--- src/rtl/matrix_frame_sequencer.sv ---
// matrix_frame_sequencer: Wishbone B4 pipelined master that plays FRAME_COUNT stored 8-row frames into the RGB matrix driver.
// Latency: a tick or kick seen in cycle N raises stb in N+1; with a no-stall, next-cycle-ack slave o_done fires in N+9.
// Backpressure: stb, addr and wdata hold while i_wb_stall; a burst with no bus progress for TIMEOUT cycles is aborted.
//
// Ports:
//   clk, reset                 clock, synchronous active-high reset
//   i_enable, i_kick           frame timer enable, one-cycle "send current frame now"
//   i_load_we/frame/row/data   frame store write port
//   o_wb_* / i_wb_*            Wishbone master (cyc, stb, we, addr, sel, wdata / ack, stall, rdata)
//   o_frame_idx, o_busy        current frame index, burst in progress
//   o_done, o_timeout          one-cycle pulses: burst completed / burst aborted
//   o_mismatch                 one-cycle pulse with o_done when readback differed
//
// Build option: define MATRIX_FRAME_SEQUENCER_READBACK_EN to read every frame back after writing it and
// compare against the frame store. Without it i_wb_rdata is ignored and o_mismatch is tied low.
module matrix_frame_sequencer #(
  parameter int FRAME_COUNT  = 4,
  parameter int FRAME_BITS   = (FRAME_COUNT > 1) ? $clog2(FRAME_COUNT) : 1,
  parameter int FRAME_PERIOD = 50_000_000,
  parameter int TIMEOUT      = 255
) (
  input  logic                  clk,
  input  logic                  reset,
  input  logic                  i_enable,
  input  logic                  i_kick,
  input  logic                  i_load_we,
  input  logic [FRAME_BITS-1:0] i_load_frame,
  input  logic [2:0]            i_load_row,
  input  logic [31:0]           i_load_data,
  output logic                  o_wb_cyc,
  output logic                  o_wb_stb,
  output logic                  o_wb_we,
  output logic [2:0]            o_wb_addr,
  output logic [3:0]            o_wb_sel,
  output logic [31:0]           o_wb_wdata,
  input  logic                  i_wb_ack,
  input  logic                  i_wb_stall,
  input  logic [31:0]           i_wb_rdata,
  output logic [FRAME_BITS-1:0] o_frame_idx,
  output logic                  o_busy,
  output logic                  o_done,
  output logic                  o_timeout,
  output logic                  o_mismatch
);

  localparam int TIMER_W = (FRAME_PERIOD > 1) ? $clog2(FRAME_PERIOD) : 1;
  localparam int PROG_W  = (TIMEOUT > 0) ? $clog2(TIMEOUT + 1) : 1;
  localparam int SADDR_W = FRAME_BITS + 3;
  localparam int DEPTH   = 1 << SADDR_W;

  localparam logic [2:0] S_IDLE   = 3'd0;
  localparam logic [2:0] S_WRITE  = 3'd1;
  localparam logic [2:0] S_DRAIN  = 3'd2;
`ifdef MATRIX_FRAME_SEQUENCER_READBACK_EN
  localparam logic [2:0] S_GAP    = 3'd3;
  localparam logic [2:0] S_READ   = 3'd4;
  localparam logic [2:0] S_RDRAIN = 3'd5;
`endif

  logic [2:0]             state;
  logic [2:0]             row;
  logic [3:0]             ack_cnt;
  logic [PROG_W-1:0]      prog;
  logic [FRAME_BITS-1:0]  idx;
  logic [FRAME_BITS-1:0]  idx_next;
  logic                   from_tick;
  logic [TIMER_W-1:0]     timer;
  logic [DEPTH-1:0][31:0] store;

  logic        tick;
  logic        busy;
  logic        cyc;
  logic        stb;
  logic        accept;
  logic        ack;
  logic        progress;
  logic        acks_done;
  logic        done;
  logic        timeout;
  logic        load_ok;
  logic [31:0] wr_word;

  // Frame timer: free-runs only while enabled, tick on the wrap cycle.
  assign tick = i_enable && (timer == TIMER_W'(FRAME_PERIOD - 1));

  always_ff @(posedge clk) begin
    if (reset || !i_enable || tick) timer <= '0;
    else                            timer <= timer + 1'b1;
  end

  // Frame store; a write to a row not yet issued is picked up by the running burst.
  assign load_ok = i_load_we &&
                   ({{(32-FRAME_BITS){1'b0}}, i_load_frame} < 32'(FRAME_COUNT));

  always_ff @(posedge clk) begin
    if (reset)        store <= '0;
    else if (load_ok) store[{i_load_frame, i_load_row}] <= i_load_data;
  end

  assign wr_word = store[{idx, row}];

  // Bus phase decode.
  assign busy = (state != S_IDLE);
`ifdef MATRIX_FRAME_SEQUENCER_READBACK_EN
  assign cyc  = (state == S_WRITE) || (state == S_DRAIN) || (state == S_READ) || (state == S_RDRAIN);
  assign stb  = (state == S_WRITE) || (state == S_READ);
`else
  assign cyc  = (state == S_WRITE) || (state == S_DRAIN);
  assign stb  = (state == S_WRITE);
`endif

  assign accept    = stb && !i_wb_stall;
  assign ack       = cyc && i_wb_ack;
  assign progress  = accept || ack;
  // Count includes an ack arriving this cycle, so completion is seen in the cycle of the 8th ack.
  assign acks_done = (ack_cnt == 4'd8) || (ack && (ack_cnt == 4'd7));

`ifdef MATRIX_FRAME_SEQUENCER_READBACK_EN
  assign done = (state == S_RDRAIN) && acks_done;
`else
  assign done = (state == S_DRAIN) && acks_done;
`endif
  assign timeout = busy && (prog == PROG_W'(TIMEOUT)) && !progress && !done;

  assign idx_next = (idx == FRAME_BITS'(FRAME_COUNT - 1)) ? '0 : idx + 1'b1;

`ifdef MATRIX_FRAME_SEQUENCER_READBACK_EN
  // Read acks return in issue order, so the ack count names the row being compared.
  logic [31:0] cmp_word;
  logic        rd_miss;
  logic        mm_seen;

  assign cmp_word = store[{idx, ack_cnt[2:0]}];
  assign rd_miss  = ((state == S_READ) || (state == S_RDRAIN)) && ack &&
                    (ack_cnt < 4'd8) && (i_wb_rdata != cmp_word);
`else
  logic unused_rdata;
  assign unused_rdata = ^i_wb_rdata;
`endif

  always_ff @(posedge clk) begin
    if (reset) begin
      state     <= S_IDLE;
      row       <= 3'd0;
      ack_cnt   <= 4'd0;
      prog      <= '0;
      idx       <= '0;
      from_tick <= 1'b0;
`ifdef MATRIX_FRAME_SEQUENCER_READBACK_EN
      mm_seen   <= 1'b0;
`endif
    end else begin
      if (ack && (ack_cnt != 4'd8)) ack_cnt <= ack_cnt + 4'd1;
      if (accept)                   row     <= row + 3'd1;

      if (!busy || progress)             prog <= '0;
      else if (prog != PROG_W'(TIMEOUT)) prog <= prog + 1'b1;

`ifdef MATRIX_FRAME_SEQUENCER_READBACK_EN
      if (rd_miss) mm_seen <= 1'b1;
`endif

      case (state)
        S_IDLE: begin
          // A simultaneous tick and kick is one tick-initiated request.
          if (tick || i_kick) begin
            state     <= S_WRITE;
            from_tick <= tick;
            row       <= 3'd0;
            ack_cnt   <= 4'd0;
`ifdef MATRIX_FRAME_SEQUENCER_READBACK_EN
            mm_seen   <= 1'b0;
`endif
          end
        end
        S_WRITE: begin
          if (accept && (row == 3'd7)) state <= S_DRAIN;
        end
        S_DRAIN: begin
          if (acks_done) begin
`ifdef MATRIX_FRAME_SEQUENCER_READBACK_EN
            state <= S_GAP;
`else
            state <= S_IDLE;
`endif
          end
        end
`ifdef MATRIX_FRAME_SEQUENCER_READBACK_EN
        // One cycle with cyc low separates the write and read bursts.
        S_GAP: begin
          state   <= S_READ;
          row     <= 3'd0;
          ack_cnt <= 4'd0;
        end
        S_READ: begin
          if (accept && (row == 3'd7)) state <= S_RDRAIN;
        end
        S_RDRAIN: begin
          if (acks_done) state <= S_IDLE;
        end
`endif
        default: state <= S_IDLE;
      endcase

      if (timeout) state <= S_IDLE;
      if (done && from_tick) idx <= idx_next;
    end
  end

  assign o_wb_cyc    = cyc;
  assign o_wb_stb    = stb;
  assign o_wb_we     = (state == S_WRITE);
  assign o_wb_sel    = 4'hF;
  assign o_wb_addr   = stb ? row : 3'd0;
  assign o_wb_wdata  = (state == S_WRITE) ? wr_word : 32'd0;
  assign o_frame_idx = idx;
  assign o_busy      = busy;
  // Pulses are suppressed in a reset cycle so a reset mid-burst reports nothing.
  assign o_done      = done && !reset;
  assign o_timeout   = timeout && !reset;
`ifdef MATRIX_FRAME_SEQUENCER_READBACK_EN
  assign o_mismatch  = done && !reset && (mm_seen || rd_miss);
`else
  assign o_mismatch  = 1'b0;
`endif

endmodule

--- config.mk ---
export PLATFORM = sky130hd
export DESIGN_NAME = matrix_frame_sequencer
export DESIGN_NICKNAME = d
export VERILOG_FILES = /design/src/rtl/matrix_frame_sequencer.sv
export SDC_FILE = /design/constraint.sdc
export NUM_CORES = 2
export LEC_CHECK = 0
export ABC_AREA = 1
export CORE_ASPECT_RATIO = 0.6
export CORE_MARGIN = 4
export CORE_UTILIZATION = 40
export CTS_BUF_LIST = sky130_fd_sc_hd__clkbuf_8
export DETAILED_ROUTE_END_ITERATION = 8
export GPL_TIMING_DRIVEN = 0
export PLACE_DENSITY = 0.55
export SLEW_MARGIN = 20
export SYNTH_ARGS = -nofsm -noshare
export SYNTH_HDL_FRONTEND = slang
export SYNTH_SLANG_ARGS = --single-unit
--- constraint.sdc ---
create_clock -name clk -period 2.7 [get_ports clk]
set_clock_uncertainty 0.15 [all_clocks]
set_input_delay 0.27 -clock clk [delete_from_list [all_inputs] [get_ports clk]]
set_output_delay 0.27 -clock clk [all_outputs]
set_load 0.03 [all_outputs]
==> results.py <==
metrics = {
    "place": {
        "post-dp-hpwl_um": 176000,
        "gp_congestion": 0.966,
        "portBuffers": 86,
        "placed_area_mm2": 0.0514,
        "place_inst": 9019,
    },
    "final_layout": {
        "layout-drive-gt1-share_pct": 13.0,
        "fin_cells": 9370,
        "utilization_pct": 48.4,
        "nNetsFinal": 7726,
        "fill_cells": 12100,
        "final_area_mm2": 0.0580,
        "syn_to_final_growth_pct": 19.6,
    },
    "timing": {
        "worst_slack_ns": -0.786,
        "min_period_over_period_pct": 129,
        "final.min_clock_period_ns": 3.49,
        "slew_violations": 0,
        "tightest_slew_ns": 1.22,
        "hold_viol": 0,
        "rsz0062_at_grt": "yes",
        "fmax_mhz": 287,
        "setup_tns_ns": -23.82,
        "relSlewSlack_pct": 18.3,
        "setup_viol": 36,
    },
    "clock_tree": {
        "clk_pin_slew_ns": 0.07,
        "root_buffer": "clkbuf_8",
        "cts_buffers": 168,
        "cts_htree_levels": 4,
        "clk_path_buf_depth": 3,
        "cts_tree": "done",
        "clkSinkCount": 1070,
        "clock_insertion_delay_worst_skew_ns": 0.91,
    },
    "power": {
        "finalPower_mw": 39.1,
        "leakage_nw": 25.2,
        "irDropWorstVdd_uv": 528,
        "power_density_mw_per_mm2": 674,
    },
    "global_routing": {
        "grt_pass1_wl_um": 328000,
        "gr-usage-all-layers_pct": 35.2,
        "grt-ovfl-total": 0,
        "grt_start_max_net_pins": 17,
        "antenna_found_initial": 10,
        "grt_pass1_vias": 46500,
    },
    "drt": {
        "drtAntennaViolNets": 0,
        "drt_wl_total_um": 236000,
        "wl_per_cell_um": 25.2,
        "initialDrtViolationCount": 9122,
        "route.detailed.drc": 0,
        "route.vias.total": 54200,
        "dr.pass1.iters": 7,
        "vias_per_cell": 5.79,
    },
    "outcome": {
        "violations": "setup timing",
        "status": "finished with violations",
    },
    "worst_setup_path": {
        "crit_arrival_ns": 3.07,
        "r2r-end": "from_tick",
        "path_class": "reg2out",
        "r2r_slack_ns": 0.25,
        "rr_startpoint": "timer[0]",
        "crit_start": "row[0]",
        "critPathRequiredTime_ns": 2.28,
        "critPathCapture": "o_wb_wdata[23]",
        "startpoint_type": "register",
        "r2r_cells": 11,
        "path_max_fanout": 10,
        "worstSetupEndpointType": "output port",
    },
    "die": {
        "fp-row-count": 98,
        "die_w_um": 458,
        "dieHeight_um": 278,
        "core-area_mm2": 0.120,
        "die_area_mm2": 0.127,
        "start_util_pct": 40.5,
        "io_pins": 124,
    },
    "synth": {
        "syn_area_mm2": 0.0485,
        "yosysWarnings": 0,
        "synth_async_sr_flop_share_pct": 0,
        "synth_flop_cell": "dfxtp_1",
        "synth_common_cells": "nor2_1, nand2_1, dfxtp_1",
        "synth_edf_count": 0,
        "ys_ff_latch": 1070,
        "yosysMostFrequentCell": "nor2_1",
        "synth-seq-area-share_pct": 44.2,
        "yosys.area.top_type": "dfxtp_1",
        "syn_inst": 7330,
        "synth_area_leaders": "dfxtp_1, nor2_1, o21ai_0",
        "synth_cell_type_count": 35,
        "yosysTopAreaCellShare_pct": 44.2,
        "avgSynthCellArea_um2": 6.62,
    },
    "run": {
        "cap_violations": 0,
    },
    "min_path": {
        "hold_path.class": "in2reg",
    },
}
[cell usage in the layout, fill, tap and decap left out, drive strengths merged]
master and count:
buf 518, nor3 28, xor2 6, xnor2 5, a31oi 1, clkinv 15, clkdlybuf4s50 45, dfxtp 1070
o22ai 32, clkbuf 390, inv 163, nand2 1181, nand3 597, nand4 9, nand3b 2, a21oi 58
conb 5, dlygate4sd2 3, o21ai 1226, clkinvlp 9, and3 1, clkdlybuf4s15 4, nor2 2352, a211oi 1
nor3b 1, ha 12, diode 12, or2 3, o31ai 1, dlygate4sd3 16, bufinv 4
[report_power, final]
| part | switching (mW) | total, mW | internal (mW) |
|---|---|---|---|
| combinational | 5.93 | 8.52 | 2.59 |
| clock | 7.18 | 14.4 | 7.21 |
| sequential | 0.155 | 16.2 | 16.0 |
[worst max-delay path: stages (launching register included)]
cell     delay (ns)
dfxtp_4        0.38
buf_12         0.20
buf_12         0.22
buf_8          0.19
nand2_1        0.07
nand2_1        0.07
nand2_1        0.10
o21ai_1        0.10
o21ai_0        0.12
nor2_2         0.23
nor2_4         0.09
nor2_4         0.14
buf_4          0.17
[layout make-up]
type | count | area [um^2] | share of cell area, %
well taps | 1600 | 2000 | 3.45
multi-input cells | 5521 | 24700 | 42.7
inverters | 109 | 479 | 0.826
clock inverters | 81 | 435 | 0.751
flip-flops and latches | 1070 | 21400 | 36.9
clock buffers | 209 | 2880 | 4.96
repair buffers | 134 | 1500 | 2.58
repair inverters | 1 | 16.3 | 0.0280
diodes | 12 | 30.0 | 0.0518
plain buffers | 633 | 4500 | 7.75
[stage by stage]
step           hold WS (ns)  setup slack (ns)
6_report             0.0346            -0.786
5_1_grt              0.0558            -0.785
4_1_cts             0.00491            -0.777
3_5_place_dp          0.319             -1.66
3_3_place_gp          0.310             -1.68
2_1_floorplan         0.192             0.143
[routing by layer]
metal | vias up | GRT usage, % | share of wire [%]
li1 | 24200 | - | -
met2 | 3730 | 41.6 | 35
met4 | 2 | 9.25 | 2.4
met1 | 26000 | 56.4 | 46
met3 | 369 | 13.6 | 17
met5 | - | 0 | 0.0055
[logic make-up (layout without fill, tap and decap cells)]
logic type | count (synthesis) | count (layout) | synth area share (%)
xor+xnor | 11 | 11 | 0.199
flops | 1070 | 1070 | 44.2
other cells | 2 | 17 | 0.0155
simple gates | 4174 | 4174 | 34.6
compound gates | 1319 | 1319 | 13.7
buf+inv | 742 | 1167 | 6.98
fa+ha+maj | 12 | 12 | 0.309
[sequential cells by signal (all words and copies together), names as in the netlist]
| name | cells |
|---|---|
| ack_cnt | 4 |
| store | 1024 |
| o_frame_idx | 2 |
| state | 2 |
| from_tick | 1 |
| timer | 26 |
| prog | 8 |
| row | 3 |
[timing repair]
action / CTS / global route
setup endpoints to repair: 42 / 37
buffers inserted: 6 / 14
resized for setup: 781 / 273
hold buffers: 16 / 0
hold endpoints to repair: 26 / 0
cloned: 6 / 7
pin swaps: 26 / 72
[worst min path at each step]
stage               depth (start not counted)             from  slack (ns)        end
floorplan                                   1            reset        0.19  from_tick
global placement                            2        timer[22]        0.31  timer[22]
detailed placement                          2        timer[22]        0.32  timer[22]
CTS                                         3  i_load_data[21]       0.005  store[85]
global route                                3  i_load_data[24]        0.06  store[88]
finish                                      3  i_load_data[19]        0.03  store[51]
Note: power is estimated with default switching activity, not from simulation.
